File: config.mk
export PLATFORM = sky130hd
export DESIGN_NAME = mem_burst_master
export DESIGN_NICKNAME = d
export VERILOG_FILES = /design/src/rtl/mem_burst_master.sv
export SDC_FILE = /design/constraint.sdc
export NUM_CORES = 1
export LEC_CHECK = 0
export ABC_AREA = 1
export CAP_MARGIN = 20
export CORE_ASPECT_RATIO = 1.4
export CORE_MARGIN = 3
export CORE_UTILIZATION = 30
export CTS_BUF_LIST = sky130_fd_sc_hd__clkbuf_2 sky130_fd_sc_hd__clkbuf_4 sky130_fd_sc_hd__clkbuf_8
export DETAILED_ROUTE_END_ITERATION = 12
export PLACE_DENSITY_LB_ADDON = 0.1
export REMOVE_ABC_BUFFERS = 1
export SETUP_SLACK_MARGIN = 0.3
export SLEW_MARGIN = 20
export SYNTH_ARGS = -nofsm -noshare
export SYNTH_HDL_FRONTEND = slang
export SYNTH_SLANG_ARGS = --single-unit
File: constraint.sdc
create_clock -name clk -period 1.7 [get_ports clk]
set_input_delay 0.17 -clock clk [delete_from_list [all_inputs] [get_ports clk]]
set_output_delay 0.17 -clock clk [all_outputs]
set_load 0.02 [all_outputs]
File: src/rtl/mem_burst_master.sv
// mem_burst_master: burst transaction engine in front of a single-port valid/ready memory.
// Takes one burst command at a time and issues one memory beat per handshake. Write beats
// come from a valid/ready source and read beats go to a valid/ready sink.
//
// Ports:
//   clk, rst                    clock, synchronous active-low reset
//   cmd_valid/ready/wr/addr/len burst command (len 0..DEPTH beats)
//   wd_valid/ready/data         write-data source
//   rd_valid/ready/data         read-data sink
//   mem_valid/wr_rd/addr/wdata  request to memory
//   mem_rdata, mem_ready        response from memory
//   busy                        high outside IDLE
//   done                        one-cycle pulse when a burst completes
//
// Every output is a register or a decode of the state register. No input reaches an output
// combinationally.
module mem_burst_master #(
    parameter int unsigned WIDTH      = 8,
    parameter int unsigned DEPTH      = 32,
    parameter int unsigned ADDR_WIDTH = $clog2(DEPTH)
) (
    input  logic                  clk,
    input  logic                  rst,
    input  logic                  cmd_valid,
    output logic                  cmd_ready,
    input  logic                  cmd_wr,
    input  logic [ADDR_WIDTH-1:0] cmd_addr,
    input  logic [ADDR_WIDTH:0]   cmd_len,
    input  logic                  wd_valid,
    output logic                  wd_ready,
    input  logic [WIDTH-1:0]      wd_data,
    output logic                  rd_valid,
    input  logic                  rd_ready,
    output logic [WIDTH-1:0]      rd_data,
    output logic                  mem_valid,
    output logic                  mem_wr_rd,
    output logic [ADDR_WIDTH-1:0] mem_addr,
    output logic [WIDTH-1:0]      mem_wdata,
    input  logic [WIDTH-1:0]      mem_rdata,
    input  logic                  mem_ready,
    output logic                  busy,
    output logic                  done
);

    typedef enum logic [2:0] {
        StIdle,
        StWrData,
        StWrReq,
        StRdReq,
        StRdHold,
        StDone
    } state_e;

    localparam logic [ADDR_WIDTH-1:0] AddrOne  = ADDR_WIDTH'(1);
    localparam logic [ADDR_WIDTH-1:0] AddrLast = ADDR_WIDTH'(DEPTH - 1);
    localparam logic [ADDR_WIDTH:0]   LenOne   = (ADDR_WIDTH + 1)'(1);

    state_e                state_q;
    logic [ADDR_WIDTH-1:0] cur_addr_q;
    logic [ADDR_WIDTH:0]   remaining_q;
    logic                  mem_valid_q;
    logic                  mem_wr_rd_q;
    logic [ADDR_WIDTH-1:0] mem_addr_q;
    logic [WIDTH-1:0]      mem_wdata_q;
    logic                  rd_valid_q;
    logic [WIDTH-1:0]      rd_data_q;
    logic [ADDR_WIDTH-1:0] addr_next;

    // Explicit wrap so a non-power-of-two DEPTH still cycles through DEPTH locations.
    assign addr_next = (cur_addr_q == AddrLast) ? '0 : cur_addr_q + AddrOne;

    always_ff @(posedge clk) begin
        if (!rst) begin
            state_q     <= StIdle;
            cur_addr_q  <= '0;
            remaining_q <= '0;
            mem_valid_q <= 1'b0;
            mem_wr_rd_q <= 1'b0;
            mem_addr_q  <= '0;
            mem_wdata_q <= '0;
            rd_valid_q  <= 1'b0;
            rd_data_q   <= '0;
        end else begin
            unique case (state_q)
                StIdle: begin
                    if (cmd_valid) begin
                        cur_addr_q  <= cmd_addr;
                        remaining_q <= cmd_len;
                        if (cmd_len == '0) begin
                            state_q <= StDone;
                        end else if (cmd_wr) begin
                            state_q <= StWrData;
                        end else begin
                            // Read request is raised on entry so RD_REQ presents it at once.
                            state_q     <= StRdReq;
                            mem_valid_q <= 1'b1;
                            mem_wr_rd_q <= 1'b0;
                            mem_addr_q  <= cmd_addr;
                        end
                    end
                end
                StWrData: begin
                    if (wd_valid) begin
                        mem_valid_q <= 1'b1;
                        mem_wr_rd_q <= 1'b1;
                        mem_addr_q  <= cur_addr_q;
                        mem_wdata_q <= wd_data;
                        state_q     <= StWrReq;
                    end
                end
                StWrReq: begin
                    if (mem_ready) begin
                        mem_valid_q <= 1'b0;
                        cur_addr_q  <= addr_next;
                        remaining_q <= remaining_q - LenOne;
                        state_q     <= (remaining_q == LenOne) ? StDone : StWrData;
                    end
                end
                StRdReq: begin
                    if (mem_ready) begin
                        rd_data_q   <= mem_rdata;
                        rd_valid_q  <= 1'b1;
                        mem_valid_q <= 1'b0;
                        cur_addr_q  <= addr_next;
                        remaining_q <= remaining_q - LenOne;
                        state_q     <= StRdHold;
                    end
                end
                StRdHold: begin
                    if (rd_ready) begin
                        rd_valid_q <= 1'b0;
                        if (remaining_q == '0) begin
                            state_q <= StDone;
                        end else begin
                            state_q     <= StRdReq;
                            mem_valid_q <= 1'b1;
                            mem_wr_rd_q <= 1'b0;
                            mem_addr_q  <= cur_addr_q;
                        end
                    end
                end
                StDone: begin
                    state_q <= StIdle;
                end
                default: begin
                    state_q <= StIdle;
                end
            endcase
        end
    end

    assign cmd_ready = (state_q == StIdle);
    assign wd_ready  = (state_q == StWrData);
    assign busy      = (state_q != StIdle);
    assign done      = (state_q == StDone);
    assign mem_valid = mem_valid_q;
    assign mem_wr_rd = mem_wr_rd_q;
    assign mem_addr  = mem_addr_q;
    assign mem_wdata = mem_wdata_q;
    assign rd_valid  = rd_valid_q;
    assign rd_data   = rd_data_q;

endmodule

==> impl_metrics.py <==
metrics = {
    "clock_network": {
        "clock_latency_ns": 0.29,
        "tritoncts": "done",
        "numCtsBuffers": 5,
        "cts_buffer_depth": 2,
        "cts_htree_levels": 2,
        "cts-root-buf": "clkbuf_8",
        "path_clk_slew_ns": 0.07,
        "cts.sink_count": 38,
        "postCtsHoldBufs": 0,
    },
    "layout": {
        "final_common_cell": "nand2_1",
        "final_cell_mix": "nand2_1 (69), clkdlybuf4s50_1 (33), dfxtp_1 (32)",
        "diodes": 0,
        "final_nets": 415,
        "drive_gt1_share_pct": 25.3,
        "syn2layout_area_growth_pct": 60.3,
    },
    "timing": {
        "min_period_over_period_pct": 80.5,
        "whs_ns": 0.445,
        "final_hold_viol_count": 0,
        "fin_skew_ns": 0.00513,
        "slew_headroom_pct": 80.4,
        "max_clock_freq_mhz": 731,
        "grt_setup_unrepaired": "true",
        "slew_viol_final": 0,
        "finalCriticalPeriod_ns": 1.37,
        "setup_viol": 0,
        "tightestPinTransition_ns": 0.291,
        "tns_ns": 0,
    },
    "status": {
        "status": "finished clean",
    },
    "job": {
        "cap_viol_max_count": 0,
    },
    "power": {
        "peakVddDrop_mv": 0.577,
        "p_per_area_nw_per_um2": 1670,
        "p_leak_nw": 1.45,
    },
    "logic_synthesis": {
        "synth_cell_type_count": 25,
        "yosysWarnings": 0,
        "syn_avg_cell_area_sq_um": 6.84,
        "synthDominantCellAreaShare_pct": 39.3,
        "synth_area_leaders": "dfxtp_1 (39%), nand2_1 (15%), a21oi_1 (9.6%)",
        "netlist_area_sq_um": 1930,
        "synth_cells": 283,
        "synth-seq-area-share_pct": 39.3,
        "ys_seq_elements": 38,
        "yosysTopAreaCell": "dfxtp_1",
    },
    "worst_setup_path": {
        "required_ns": 1.88,
        "start_kind": "register",
        "critPathArrivalTime_ns": 1.55,
        "path_max_fanout": 7,
        "criticalPathCategory": "register to register",
        "critPathCaptureType": "register",
    },
    "floorplanning": {
        "die_h_um": 101,
        "fp.dieW_um": 73.9,
        "initial_utilization_pct": 30.9,
        "dieArea_sq_um": 7460,
        "rows": 34,
        "core_area_sq_um": 6250,
        "ioPinCount": 62,
    },
    "drt": {
        "route.detailed.drc": 0,
        "drt_first_pass_iters": 4,
        "antenna_left": 0,
        "viasPerCell": 4.87,
        "initialDrtViolationCount": 82,
        "via_count": 2179,
        "wl_per_cell_um": 13.1,
        "routed_wl_um": 5880,
    },
    "place": {
        "dp_hpwl_um": 4130,
        "io_buffer_count": 61,
        "gp_congestion": 0.789,
    },
    "global_routing": {
        "grt-ovfl-total": 0,
        "grt_pass1_vias": 2111,
        "grt_max_degree": 24,
        "grt_pass1_wl_um": 9650,
        "track_usage_pct": 16.5,
        "antenna_found_initial": 0,
    },
    "worst_hold_path": {
        "hold_class": "register to register",
    },
}
==> cells by family (layout without fill, tap and decap cells) <==
group | after synthesis | after routing | share of synthesized area (%)
adder cells (fa/ha/maj) | 5 | 5 | 3.23
buffers and inverters | 28 | 120 | 6.21
flip-flops | 38 | 38 | 39.3
AND/OR/NAND/NOR | 156 | 156 | 35.8
AO/OA/AOI/OAI | 56 | 56 | 15.4
==> repair_timing <==
action	in CTS	in global routing
pin swaps	4	14
buffers inserted	7	14
endpoints found under the setup margin	51	37
gates resized for setup	50	50
gates cloned	0	1
==> Yosys cell counts <==
cell / number
nand3_1: 32
nor2_2: 1
buf_4: 1
inv_2: 5
nor2_4: 2
nor2_1: 31
nand3b_1: 7
dfxtp_1: 38
buf_1: 1
nand4_1: 2
o21ai_2: 1
inv_1: 11
o31ai_1: 1
clkbuf_1: 5
nand2_2: 4
nand2_4: 1
o21ai_0: 16
buf_6: 1
o21ai_4: 1
nor3_1: 1
ha_1: 5
nand2_1: 75
buf_2: 3
a21oi_1: 37
clkinv_1: 1
==> worst paths after layout <==
path / startpoint / slack, ns / depth (start not counted) / to
setup / recovery: state_q[2] / 0.33 / 6 / cur_addr_q[0]
hold / removal: mem_valid / 0.44 / 2 / mem_valid
setup reg to reg: state_q[2] / 0.33 / 6 / cur_addr_q[0]
hold reg to reg: mem_valid / 0.44 / 2 / mem_valid
==> per-layer routing <==
metal	vias to the layer above	part of all wire, %	track usage (%)	wire [um]
met1	993	42	18.9	2450
li1	1117	-	-	-
met3	11	6.6	4.39	388
met2	58	50	28.6	2910
met5	-	0	0	0
met4	0	2.2	6.14	130
==> power by group <==
| part | switching [W] | internal (W) |
|---|---|---|
| Combinational | 0.00171 | 0.00141 |
| Sequential | 0.000254 | 0.00118 |
| Clock | 0.000307 | 0.000313 |
==> area by class of cell <==
cell class | count | area (sq um)
fill | 632 | 3150
multi-input combinational | 217 | 1180
timing repair buffer | 97 | 893
sequential | 38 | 783
tap | 72 | 90.1
clock buffer | 6 | 82.6
inverter | 17 | 68.8
==> flip-flops by register name (all words and copies together) (netlist names) <==
signal       count
rd_valid         1
mem_valid        1
rd_data          8
state_q          3
mem_wdata        8
remaining_q      6
cur_addr_q       5
mem_wr_rd        1
mem_addr         5
==> worst max-delay path, cell delays in order (launching register included) <==
cell and delay, ns:
dfxtp_4 0.37, nor2_4 0.16, nand3b_1 0.20, o21ai_4 0.18
inv_2 0.13, o21ai_0 0.16, a21oi_1 0.05
==> stage by stage <==
stage	setup slack, ns	area [sq um]	utilization [%]	instances	power (W)
2_1_floorplan	0.0461	1880	-	272	0.00289
6_report	0.332	3100	49.6	447	0.00517
4_1_cts	0.248	2850	45.6	432	0.00467
3_5_place_dp	0.120	2680	42.9	419	0.00395
5_1_grt	0.239	3100	49.6	447	0.00564
3_3_place_gp	0.144	2680	42.9	419	0.00394
(Power assumes the default switching activity.)
